<file path="config.mk">
export PLATFORM = sky130hd
export DESIGN_NAME = bus_arbiter
export DESIGN_NICKNAME = d
export VERILOG_FILES = /design/src/rtl/cpu_bus_pkg.sv /design/src/rtl/rr_pick.sv /design/src/rtl/bus_arbiter.sv
export SDC_FILE = /design/constraint.sdc
export NUM_CORES = 1
export LEC_CHECK = 0
export ABC_AREA = 1
export CAP_MARGIN = 40
export CORE_UTILIZATION = 44
export CTS_CLUSTER_SIZE = 12
export DETAILED_ROUTE_END_ITERATION = 8
export PLACE_DENSITY = 0.86
export SETUP_SLACK_MARGIN = 0.5
export SYNTH_ARGS = -nofsm -noshare
export SYNTH_HDL_FRONTEND = slang
export SYNTH_SLANG_ARGS = --single-unit
</file>
<file path="constraint.sdc">
create_clock -name clk -period 4.2 [get_ports clk]
set_clock_uncertainty 0.15 [all_clocks]
set_input_delay 0.84 -clock clk [delete_from_list [all_inputs] [get_ports clk]]
set_output_delay 0.84 -clock clk [all_outputs]
set_load 0.05 [all_outputs]
</file>
<file path="src/rtl/cpu_bus_pkg.sv">
// Shared definitions for the CPU datapath bus: default width, source ordering
// and small index helpers used by the bus arbiter.
package cpu_bus_pkg;

    localparam int CPU_BUS_W = 8;
    localparam int CPU_NSRC  = 5;

    // Source ordering on the shared bus; index 0 has the highest fixed priority.
    localparam int SRC_IR    = 0;
    localparam int SRC_ADDER = 1;
    localparam int SRC_A     = 2;
    localparam int SRC_MEM   = 3;
    localparam int SRC_PC    = 4;

    function automatic int next_idx(input int k, input int n);
        return (k + 1 >= n) ? 0 : k + 1;
    endfunction

endpackage

</file>
<file path="src/rtl/rr_pick.sv">
// Combinational priority picker: first asserted request at or after 'start',
// wrapping to index 0. A start of 0 gives plain lowest-index-wins priority.
module rr_pick #(
    parameter int NSRC  = 5,
    parameter int IDX_W = $clog2(NSRC)
) (
    input  logic [NSRC-1:0]  req,
    input  logic [IDX_W-1:0] start,
    output logic [NSRC-1:0]  onehot,
    output logic [IDX_W-1:0] idx,
    output logic             any
);

    always_comb begin
        onehot = '0;
        idx    = '0;
        any    = 1'b0;
        // Upper segment [start, NSRC-1] first, then the wrapped segment [0, start-1].
        for (int i = 0; i < NSRC; i++) begin
            if (!any && req[i] && (i >= int'(start))) begin
                any       = 1'b1;
                onehot[i] = 1'b1;
                idx       = IDX_W'(i);
            end
        end
        for (int i = 0; i < NSRC; i++) begin
            if (!any && req[i]) begin
                any       = 1'b1;
                onehot[i] = 1'b1;
                idx       = IDX_W'(i);
            end
        end
    end

endmodule

</file>
<file path="src/rtl/bus_arbiter.sv">
// Shared-bus arbiter: registered one-hot grants with fixed-priority or round-robin
// selection, per-source bus locking, optional bus keeper and a saturating conflict counter.
module bus_arbiter
    import cpu_bus_pkg::*;
#(
    parameter int WIDTH   = CPU_BUS_W,
    parameter int NSRC    = CPU_NSRC,
    parameter int RR_MODE = 0,
    parameter int HOLD    = 1,
    parameter int CNT_W   = 8
) (
    input  logic                    clk,
    input  logic                    rst,
    input  logic [NSRC-1:0]         req,
    input  logic [NSRC*WIDTH-1:0]   data_in,
    input  logic [NSRC-1:0]         lock,
    output logic [NSRC-1:0]         grant,
    output logic [$clog2(NSRC)-1:0] grant_idx,
    output logic                    bus_valid,
    output logic [WIDTH-1:0]        bus,
    output logic                    conflict,
    output logic [CNT_W-1:0]        conflict_cnt
);

    localparam int IDX_W = $clog2(NSRC);

    logic [NSRC-1:0]  r_grant;
    logic [IDX_W-1:0] r_idx;
    logic             r_valid;
    logic [IDX_W-1:0] r_ptr;
    logic             r_conflict;
    logic [CNT_W-1:0] r_cnt;
    logic [WIDTH-1:0] r_keep;

    logic [IDX_W-1:0] w_start;
    logic [NSRC-1:0]  w_pick;
    logic [IDX_W-1:0] w_pick_idx;
    logic             w_any;
    logic             w_locked;
    logic             w_conflict;
    logic [WIDTH-1:0] w_src;
    logic [WIDTH-1:0] w_bus;

    function automatic logic [CNT_W-1:0] sat_inc(input logic [CNT_W-1:0] v);
        return (&v) ? v : v + 1'b1;
    endfunction

    assign w_start    = (RR_MODE != 0) ? r_ptr : '0;
    assign w_locked   = r_valid && (|(r_grant & req & lock));
    assign w_conflict = ($countones(req) > 1);

    rr_pick #(
        .NSRC  (NSRC),
        .IDX_W (IDX_W)
    ) u_pick (
        .req    (req),
        .start  (w_start),
        .onehot (w_pick),
        .idx    (w_pick_idx),
        .any    (w_any)
    );

    // Grant is one-hot, so OR-ing the masked slices selects the owner's data.
    always_comb begin
        w_src = '0;
        for (int i = 0; i < NSRC; i++) begin
            if (r_grant[i]) begin
                w_src = w_src | data_in[i*WIDTH +: WIDTH];
            end
        end
    end

    assign w_bus = r_valid ? w_src : ((HOLD != 0) ? r_keep : '0);

    always_ff @(posedge clk) begin
        if (!rst) begin
            r_grant    <= '0;
            r_idx      <= '0;
            r_valid    <= 1'b0;
            r_ptr      <= '0;
            r_conflict <= 1'b0;
            r_cnt      <= '0;
            r_keep     <= '0;
        end else begin
            r_conflict <= w_conflict;
            if (w_conflict) begin
                r_cnt <= sat_inc(r_cnt);
            end
            if (r_valid) begin
                r_keep <= w_bus;
            end
            // A locked owner keeps the bus and freezes the round-robin pointer.
            if (!w_locked) begin
                if (w_any) begin
                    r_grant <= w_pick;
                    r_idx   <= w_pick_idx;
                    r_valid <= 1'b1;
                    if (RR_MODE != 0) begin
                        r_ptr <= IDX_W'(next_idx(int'(w_pick_idx), NSRC));
                    end
                end else begin
                    r_grant <= '0;
                    r_idx   <= '0;
                    r_valid <= 1'b0;
                end
            end
        end
    end

    assign grant        = r_grant;
    assign grant_idx    = r_idx;
    assign bus_valid    = r_valid;
    assign bus          = w_bus;
    assign conflict     = r_conflict;
    assign conflict_cnt = r_cnt;

    a_grant_onehot0 : assert property (@(posedge clk) $onehot0(r_grant));
    a_idx_matches   : assert property (@(posedge clk)
        (r_grant == '0) ? (r_idx == '0) : (r_grant == (NSRC'(1) << r_idx)));
    a_valid_matches : assert property (@(posedge clk) r_valid == (r_grant != '0));

endmodule

</file>
---- Word-level counts from Yosys, hierarchy flattened ----
Index checks and enable logic that the tools add are counted.
storage, ports and cells
  logic and storage cells ................. 78
  input bits .............................. 52
  register bits ........................... 26
  output and inout bits ................... 26
cells by class
  magnitude comparators ................... 1
  multiplexer cells ....................... 37
  reductions and logical operators ........ 22
  bitwise logic cells ..................... 7
  add/subtract/negate cells ............... 5
operators by type and width
  kind                 count
  $mux 8               6
  $or 8x8->8           4
  $mux 1               21
  $mux 3               7
  $and 5x5->5          2
  $logic_and 1x1->1    10
  $logic_not 1->1      9
  $add 8x1->8 const B  1
  $reduce_and 8->1     1
  $mux 5               1
  $reduce_or 5->1      1
  $add 1x1->2          2
  $add 3x1->4          1
  $gt 4x1->1 const B   1
  $mux 2               2
  $add 2x2->3          1
  $reduce_and 2->1     1
  $not 1->1            1

---- Logic depth before layout (Yosys ltp) ----
Gate-level depths: netlist of the first run.
  word-level depth ........................ 29
  gate-level depth with buffers ........... 10

---- By module ----
A second synthesis of the first run with hierarchy kept.
unflattened totals
  cells, all modules ...................... 271
  area total of the unflattened synthesis .. 1,780.5 um^2
by module, submodules not included
  module       cells each  times used  area each (um^2)  sequential area each (um^2)
  bus_arbiter  230         1           1,560.2           520.5
  rr_pick      41          1           220.2             0.0

---- Worst setup path before layout of the first run ----
Ideal clock, no wire load.
  kind .................................... input to output
  start point ............................. in data_in[3]
  end point ............................... out bus[3]
  stages on the path ...................... 5
  arrival time ............................ 1.507 ns
  slack ................................... 1.703 ns
  buffers on the path ..................... 0
  path through ............................ a22o_1 > nor2_1 > nand2_1 > o21ai_0 > inv_1
on the way
  word-level cells in the longest chain between the ends .. 10
RTL lines
  item                RTL line           text
  start: declaration  bus_arbiter.sv:15  input logic [NSRC*WIDTH-1:0] data_in,
  $mux 8 *            bus_arbiter.sv:67  if (r_grant[i]) begin
  $or 8x8->8          bus_arbiter.sv:68  w_src = w_src | data_in[i*WIDTH +: WIDTH];
  $mux 8 *            bus_arbiter.sv:67
  $or 8x8->8          bus_arbiter.sv:68
  $mux 8 *            bus_arbiter.sv:67
  $or 8x8->8          bus_arbiter.sv:68
  $mux 8 *            bus_arbiter.sv:67
  $or 8x8->8          bus_arbiter.sv:68
  $mux 8 *            bus_arbiter.sv:67
  $mux 8 *            bus_arbiter.sv:73  assign w_bus = r_valid ? w_src : ((HOLD != 0) ? r_keep : '0);
  end: declaration    bus_arbiter.sv:20  output logic [WIDTH-1:0] bus,
Mark *: on every way between the ends. The rest lies on a longest branch, timed or not.

---- Worst setup path after layout of the first run ----
  start point ............................. in data_in[5]
  end point ............................... out bus[5]
Same word-level chain as after synthesis.

==> impl_metrics.json, run 1 <==
{
  "status": "completed",
  "synth_top_cell_area_share_pct": 32.22,
  "end_kind": "output pin",
  "multi_input_area_sq_um": 930.9,
  "n_fill_cell": 289,
  "worstSetupPathType": "in2out",
  "r2r_end": "grant[4]",
  "whs_path_depth": 2,
  "synthTopCellsByArea": "dfxtp_1 32%, nand2_1 13%, a21oi_1 7.4%",
  "synth.ff_latch_count": 26,
  "synthAdderAreaFrac_pct": 4.338,
  "hold_path_class": "reg2reg",
  "first_pass_iters": 4,
  "grt_start_max_net_pins": 22,
  "initial_core_util_pct": 47.29,
  "synth_area_per_cell_sq_um": 7.023,
  "setup_viol": 0,
  "setup_slack_ps": 672.9,
  "synth.distinct_cells": 30,
  "grt_pass1_vias": 1652,
  "whs_ps": 351.7,
  "area_growth_pct": 49.73,
  "worstHoldStart": "grant_idx[2]",
  "routabilityCongestion": 0.8101,
  "clock_path_buffers": 2,
  "drtIter0Drc": 50,
  "clkTransAtPathRegs_ps": 140,
  "nets": 359,
  "whs_endpoint": "grant_idx[2]",
  "coreArea_sq_mm": 0.003416,
  "timing.final.crit_share_pct": 83.98,
  "required_ps": 3210,
  "critPathArrivalTime_ps": 2540,
  "hold_violations": 0,
  "yosysTopAreaCell": "dfxtp_1",
  "cts-resized-gates": 0,
  "worstMarginPinSlew_ps": 658.8,
  "vias": 1730,
  "ys_seq_area_share_pct": 32.22,
  "io_pins": 78,
  "fin_crit_ps": 3527,
  "yosysWarnings": 0,
  "slew_headroom_pct": 56.03,
  "max-cap-violations": 0,
  "design_area_sq_mm": 0.002419,
  "leakagePower_nw": 1.069,
  "final_max_slew_viol_count": 0,
  "antenna_found_initial": 0,
  "grt-ovfl-total": 0,
  "clock-sinks": 26,
  "synth_top_family_by_area": "simple AND/OR/NAND/NOR gates",
  "cts_setup_buffers": 0,
  "antenna_cells": 0,
  "synth-simple-area-share_pct": 35.63,
  "portBuffers": 77,
  "dpl_cell_area_sq_mm": 0.002366,
  "syn_inst": 230,
  "max_freq_mhz": 283.5,
  "final_cell_mix": "77 x clkdlybuf4s50_1, 56 x nand2_1, 26 x dfxtp_1, 25 x nor2_1, 24 x a21oi_1",
  "syn_area_sq_mm": 0.001615,
  "core.rowCount": 21,
  "reg2reg_slack_ps": 2530,
  "holdBufCountCts": 0,
  "r2r-start": "bus_valid",
  "die-area_sq_mm": 0.003918,
  "rsz0062_at_grt": "false",
  "cp-start-kind": "input pin",
  "r2r_cells": 4,
  "final_common_cell": "clkdlybuf4s50_1",
  "synth-compound-area-share_pct": 15.49,
  "grt_util_all_layers_pct": 22.78,
  "cts_made_buffers": 3,
  "grt_pass1_wl_um": 7251,
  "tritoncts": "yes",
  "ir_drop_uv": 209.8,
  "viasPerCell": 4.986,
  "die_w_um": 62.59,
  "synth_xor_xnor_area_share_pct": 2.169,
  "regArea_sq_um": 520.5,
  "hpwlAfterDp_um": 3286,
  "h-tree-depth": 1,
  "clk-insertion-delay-late_ps": 320,
  "dpl_worst_slack_ps": 671.8,
  "finalSetupTns_ps": 0,
  "clock_tree.root_cell": "clkbuf_4",
  "yosys-mux-area-fraction_pct": 0,
  "routed_wl_um": 4324,
  "cp_max_fo": 2,
  "drive_gt1_share_pct": 8.306,
  "avgRoutedWirePerCell_um": 12.46,
  "p_per_area_mw_per_mm2": 272.0,
  "ant_nets": 0,
  "die_h_um": 62.59,
  "post-route-drc-count": 0,
  "postSynthNetCount": 287
}
worst max-delay path, stage by stage:
cell and delay [ps]:
clkdlybuf4s50_1 450, a22o_1 150, nor2_1 50, nand2_1 50
o21ai_0 110, inv_1 90, clkdlybuf4s50_1 790
through the flow:
| stage | std cells | total power, mW | utilization, % |
|---|---|---|---|
| final | 347 | 0.6577 | 70.81 |
| after global routing | 347 | 0.6905 | 70.81 |
| after CTS | 347 | 0.6626 | 70.81 |
| after detailed placement | 343 | 0.4964 | 69.27 |
| after global placement | 343 | 0.4934 | 69.27 |
| after floorplan | 230 | 0.4013 | - |
layer usage:
metal / part of all wire [%] / up-vias / wire [um] / global-route usage (%)
met3: 9.4 / 4 / 407 / 5.474
met1: 42 / 769 / 1830 / 26.63
li1: - / 883 / - / -
met4: 0.69 / 0 / 30 / 4.360
met2: 48 / 74 / 2055 / 41.85
met5: 0 / - / 0 / 0
cell usage after synthesis (all sizes together):
cell / n
dfxtp: 26
xnor2: 1
xor2: 3
ha: 4
inv: 23
o21bai: 2
nand2b: 1
nand4: 2
nor2: 26
o21ai: 5
clkbuf: 2
a22o: 9
a21oi: 24
fa: 1
a21o: 1
buf: 8
nand2: 59
or2: 6
nor3: 2
nand3b: 1
nand3: 24
state kept, by name, summed over array words and instances (netlist names):
register / count
bus_valid: 1
grant_idx: 3
r_keep: 8
grant: 5
conflict_cnt: 8
conflict: 1
cells by family after synthesis:
group,after synthesis
buffers and inverters,33
and+or+nand+nor,121
AOI/OAI and AO/OA,41
xor gates and xnor gates,4
adders and majority gates,5
DFF,26
area by class of cell:
type / instances / share of cell area [%]
clock buffers: 3 / 0.9312
clock inverters: 1 / 1.242
inverters: 23 / 3.570
multi-input cells: 171 / 38.49
flip-flops and latches: 26 / 21.52
well taps: 46 / 2.380
repair buffers: 77 / 31.87
power breakdown:
part	total (mW)	switching (mW)	internal [mW]	leakage, nW
Sequential	0.276	0.0155	0.260	0.213
Combinational	0.214	0.119	0.0958	0.827
Clock	0.167	0.0709	0.0965	0.0279
worst max path at each step:
stage	start	cells after the start	slack (ps)	end
3_5_place_dp	data_in[5]	7	670	bus[5]
2_1_floorplan	data_in[3]	5	1700	bus[3]
6_report	data_in[5]	7	670	bus[5]
5_1_grt	data_in[5]	7	570	bus[5]
4_1_cts	data_in[5]	7	670	bus[5]
3_3_place_gp	data_in[7]	9	680	bus[7]
(Power assumes the default switching activity.)
==> run 2, diff against run 1 <==
- CORE_UTILIZATION: 44 -> 37
- PLACE_DENSITY: 0.86 -> 0.77
- clock period: 4.2 -> 2.95 ns (I/O delays scaled with it)
==> run 2 against run 1 <==
  * Combinational power is 67% higher
  * First-iteration DRC count stayed put
  * Sequential share of layout area is 1.8 points lower
  * Global-route usage is 3.3 points lower
  * Register-to-register slack worse by 1200 ps
  * Worst hold slack worse by 2.5 ps
  * Cell area is 8.9% higher
  * Wire length is 7.5% higher
  * Power is 57% higher
  * Sequential cell count stayed put
  * Critical path depth stayed put
  * Via count is 4.0% higher
  * Critical path type unchanged
  * Highest routed layer unchanged
==> impl_metrics.json, run 2 (synthesized netlist as in run 1, its figures left out) <==
{
  "grt-ovfl-total": 0,
  "whs_ps": 349.2,
  "hold_violations": 0,
  "rsz0062_at_grt": "true",
  "ir_drop_uv": 350.8,
  "hold_path_class": "reg2reg",
  "final_max_slew_viol_count": 0,
  "critPathArrivalTime_ps": 1670,
  "grt_pass1_wl_um": 6858,
  "worstSetupPathType": "in2out",
  "fin_crit_ps": 2409,
  "antenna_found_initial": 0,
  "routabilityCongestion": 0.8829,
  "nets": 368,
  "clock-sinks": 26,
  "viasPerCell": 4.997,
  "grt_start_max_net_pins": 22,
  "status": "completed",
  "die-area_sq_mm": 0.004634,
  "ant_nets": 0,
  "power.internal_uw": 719.3,
  "crit_slowest_cell": "clkdlybuf4s50_1",
  "coreArea_sq_mm": 0.004086,
  "p_comb_share_pct": 34.5,
  "avgRoutedWirePerCell_um": 12.92,
  "critPathMaxStageDelay_ps": 400,
  "clkTransAtPathRegs_ps": 90,
  "final_cell_mix": "51 x clkdlybuf4s50_1, 50 x nand2_1, 26 x dfxtp_1, 24 x nor2_1, 23 x a21oi_1",
  "p_sw_uw": 316.3,
  "initial_core_util_pct": 39.53,
  "pwr-share-seq_pct": 37.7,
  "holdBufCountCts": 0,
  "portBuffers": 77,
  "clk-insertion-delay-late_ps": 260,
  "required_ps": 2210,
  "n_fill_cell": 351,
  "vias": 1799,
  "cp_max_fo": 2,
  "p_per_area_mw_per_mm2": 393.0,
  "drtIter0Drc": 50,
  "hpwlAfterDp_um": 3531,
  "timing.final.crit_share_pct": 81.67,
  "power_mw": 1.036,
  "end_kind": "output pin",
  "max-cap-violations": 0,
  "cts_made_buffers": 3,
  "cp_cell_sequence": "clkdlybuf4s50_1, a22o_1, nor2_1, nand2_1, nand2_2, inv_1, buf_12",
  "routed_wl_um": 4650,
  "switching_share_pct": 30.54,
  "grt_util_all_layers_pct": 19.53,
  "whs_path_depth": 2,
  "h-tree-depth": 1,
  "tritoncts": "yes",
  "leakagePower_nw": 1.269,
  "final_common_cell": "clkdlybuf4s50_1",
  "antenna_cells": 0,
  "first_pass_iters": 4,
  "clock_tree.root_cell": "clkbuf_8",
  "area_growth_pct": 63.13,
  "clock_path_buffers": 2,
  "r2r_cells": 5,
  "core.rowCount": 23,
  "die_h_um": 68.08,
  "finalSetupTns_ps": 0,
  "pwr-share-clk_pct": 27.7,
  "slew_headroom_pct": 57.53,
  "max_freq_mhz": 415.0,
  "die_w_um": 68.08,
  "setup_viol": 0,
  "drive_gt1_share_pct": 20.00,
  "post-route-drc-count": 0,
  "worstMarginPinSlew_ps": 636.4,
  "io_pins": 78,
  "grt_pass1_vias": 1619,
  "cp-start-kind": "input pin"
}
## run 2: changes by cell type in the layout (fill, tap and decap cells not counted), sizes merged
cell,change
nand2,+1
dlymetal6s2s,+10
dlygate4sd2,+8
clkdlybuf4s50,-26
buf,+16
## run 2: critical path, delay by kind of cell
kind	cells	cell delay [ps]
compound gates	1	220
buf+inv	3	600
simple gates	3	230
## run 2: area by class of cell
type | count | area, sq um | share of cell area, %
multi-input cells | 172 | 965.9 | 36.66
clock buffers | 3 | 41.29 | 1.567
well taps | 50 | 62.56 | 2.374
flip-flops and latches | 26 | 520.5 | 19.75
inverters | 23 | 88.84 | 3.371
clock inverters | 1 | 30.03 | 1.140
repair buffers | 85 | 925.9 | 35.14
## run 2: final timing paths
path                            slack [ps]   endpoint        start
worst min-delay path                   350  r_keep[5]    r_keep[5]
worst max register to register        1300   grant[1]     grant[3]
worst max-delay path                   540     bus[4]  data_in[20]
worst min register to register         350  r_keep[5]    r_keep[5]
## run 2: metrics by stage
step           setup slack (ps)  std cells  utilization (%)  instance area [sq um]
2_1_floorplan             735.2        230                -                   1615
3_3_place_gp              151.0        352            60.90                   2489
3_5_place_dp              91.06        352            60.90                   2489
4_1_cts                   448.1        359            63.41                   2591
5_1_grt                   418.5        360            64.48                   2635
6_report                  540.6        360            64.48                   2635
## run 2: routing by layer
metal | up-vias | GRT usage (%) | wire length, um
met1 | 810 | 20.94 | 1797
met2 | 74 | 36.64 | 2261
met5 | - | 0 | 0
met3 | 8 | 4.833 | 525
met4 | 0 | 6.510 | 67
li1 | 907 | - | -
## run 2: power by group through the flow
stage | clock network, mW | logic, mW | registers [mW]
global placement | 0 | 0.341 | 0.398
floorplan | 0 | 0.141 | 0.430
detailed placement | 0 | 0.345 | 0.398
finish | 0.287 | 0.358 | 0.391
CTS | 0.291 | 0.355 | 0.390
global route | 0.305 | 0.384 | 0.394
## run 2: what timing repair did
item                       4_1_cts  5_1_grt
setup endpoints to repair       16       15
pin swaps                        6       14
gates resized for setup         21       20
buffers inserted                 2        1
gates cloned                     1        0
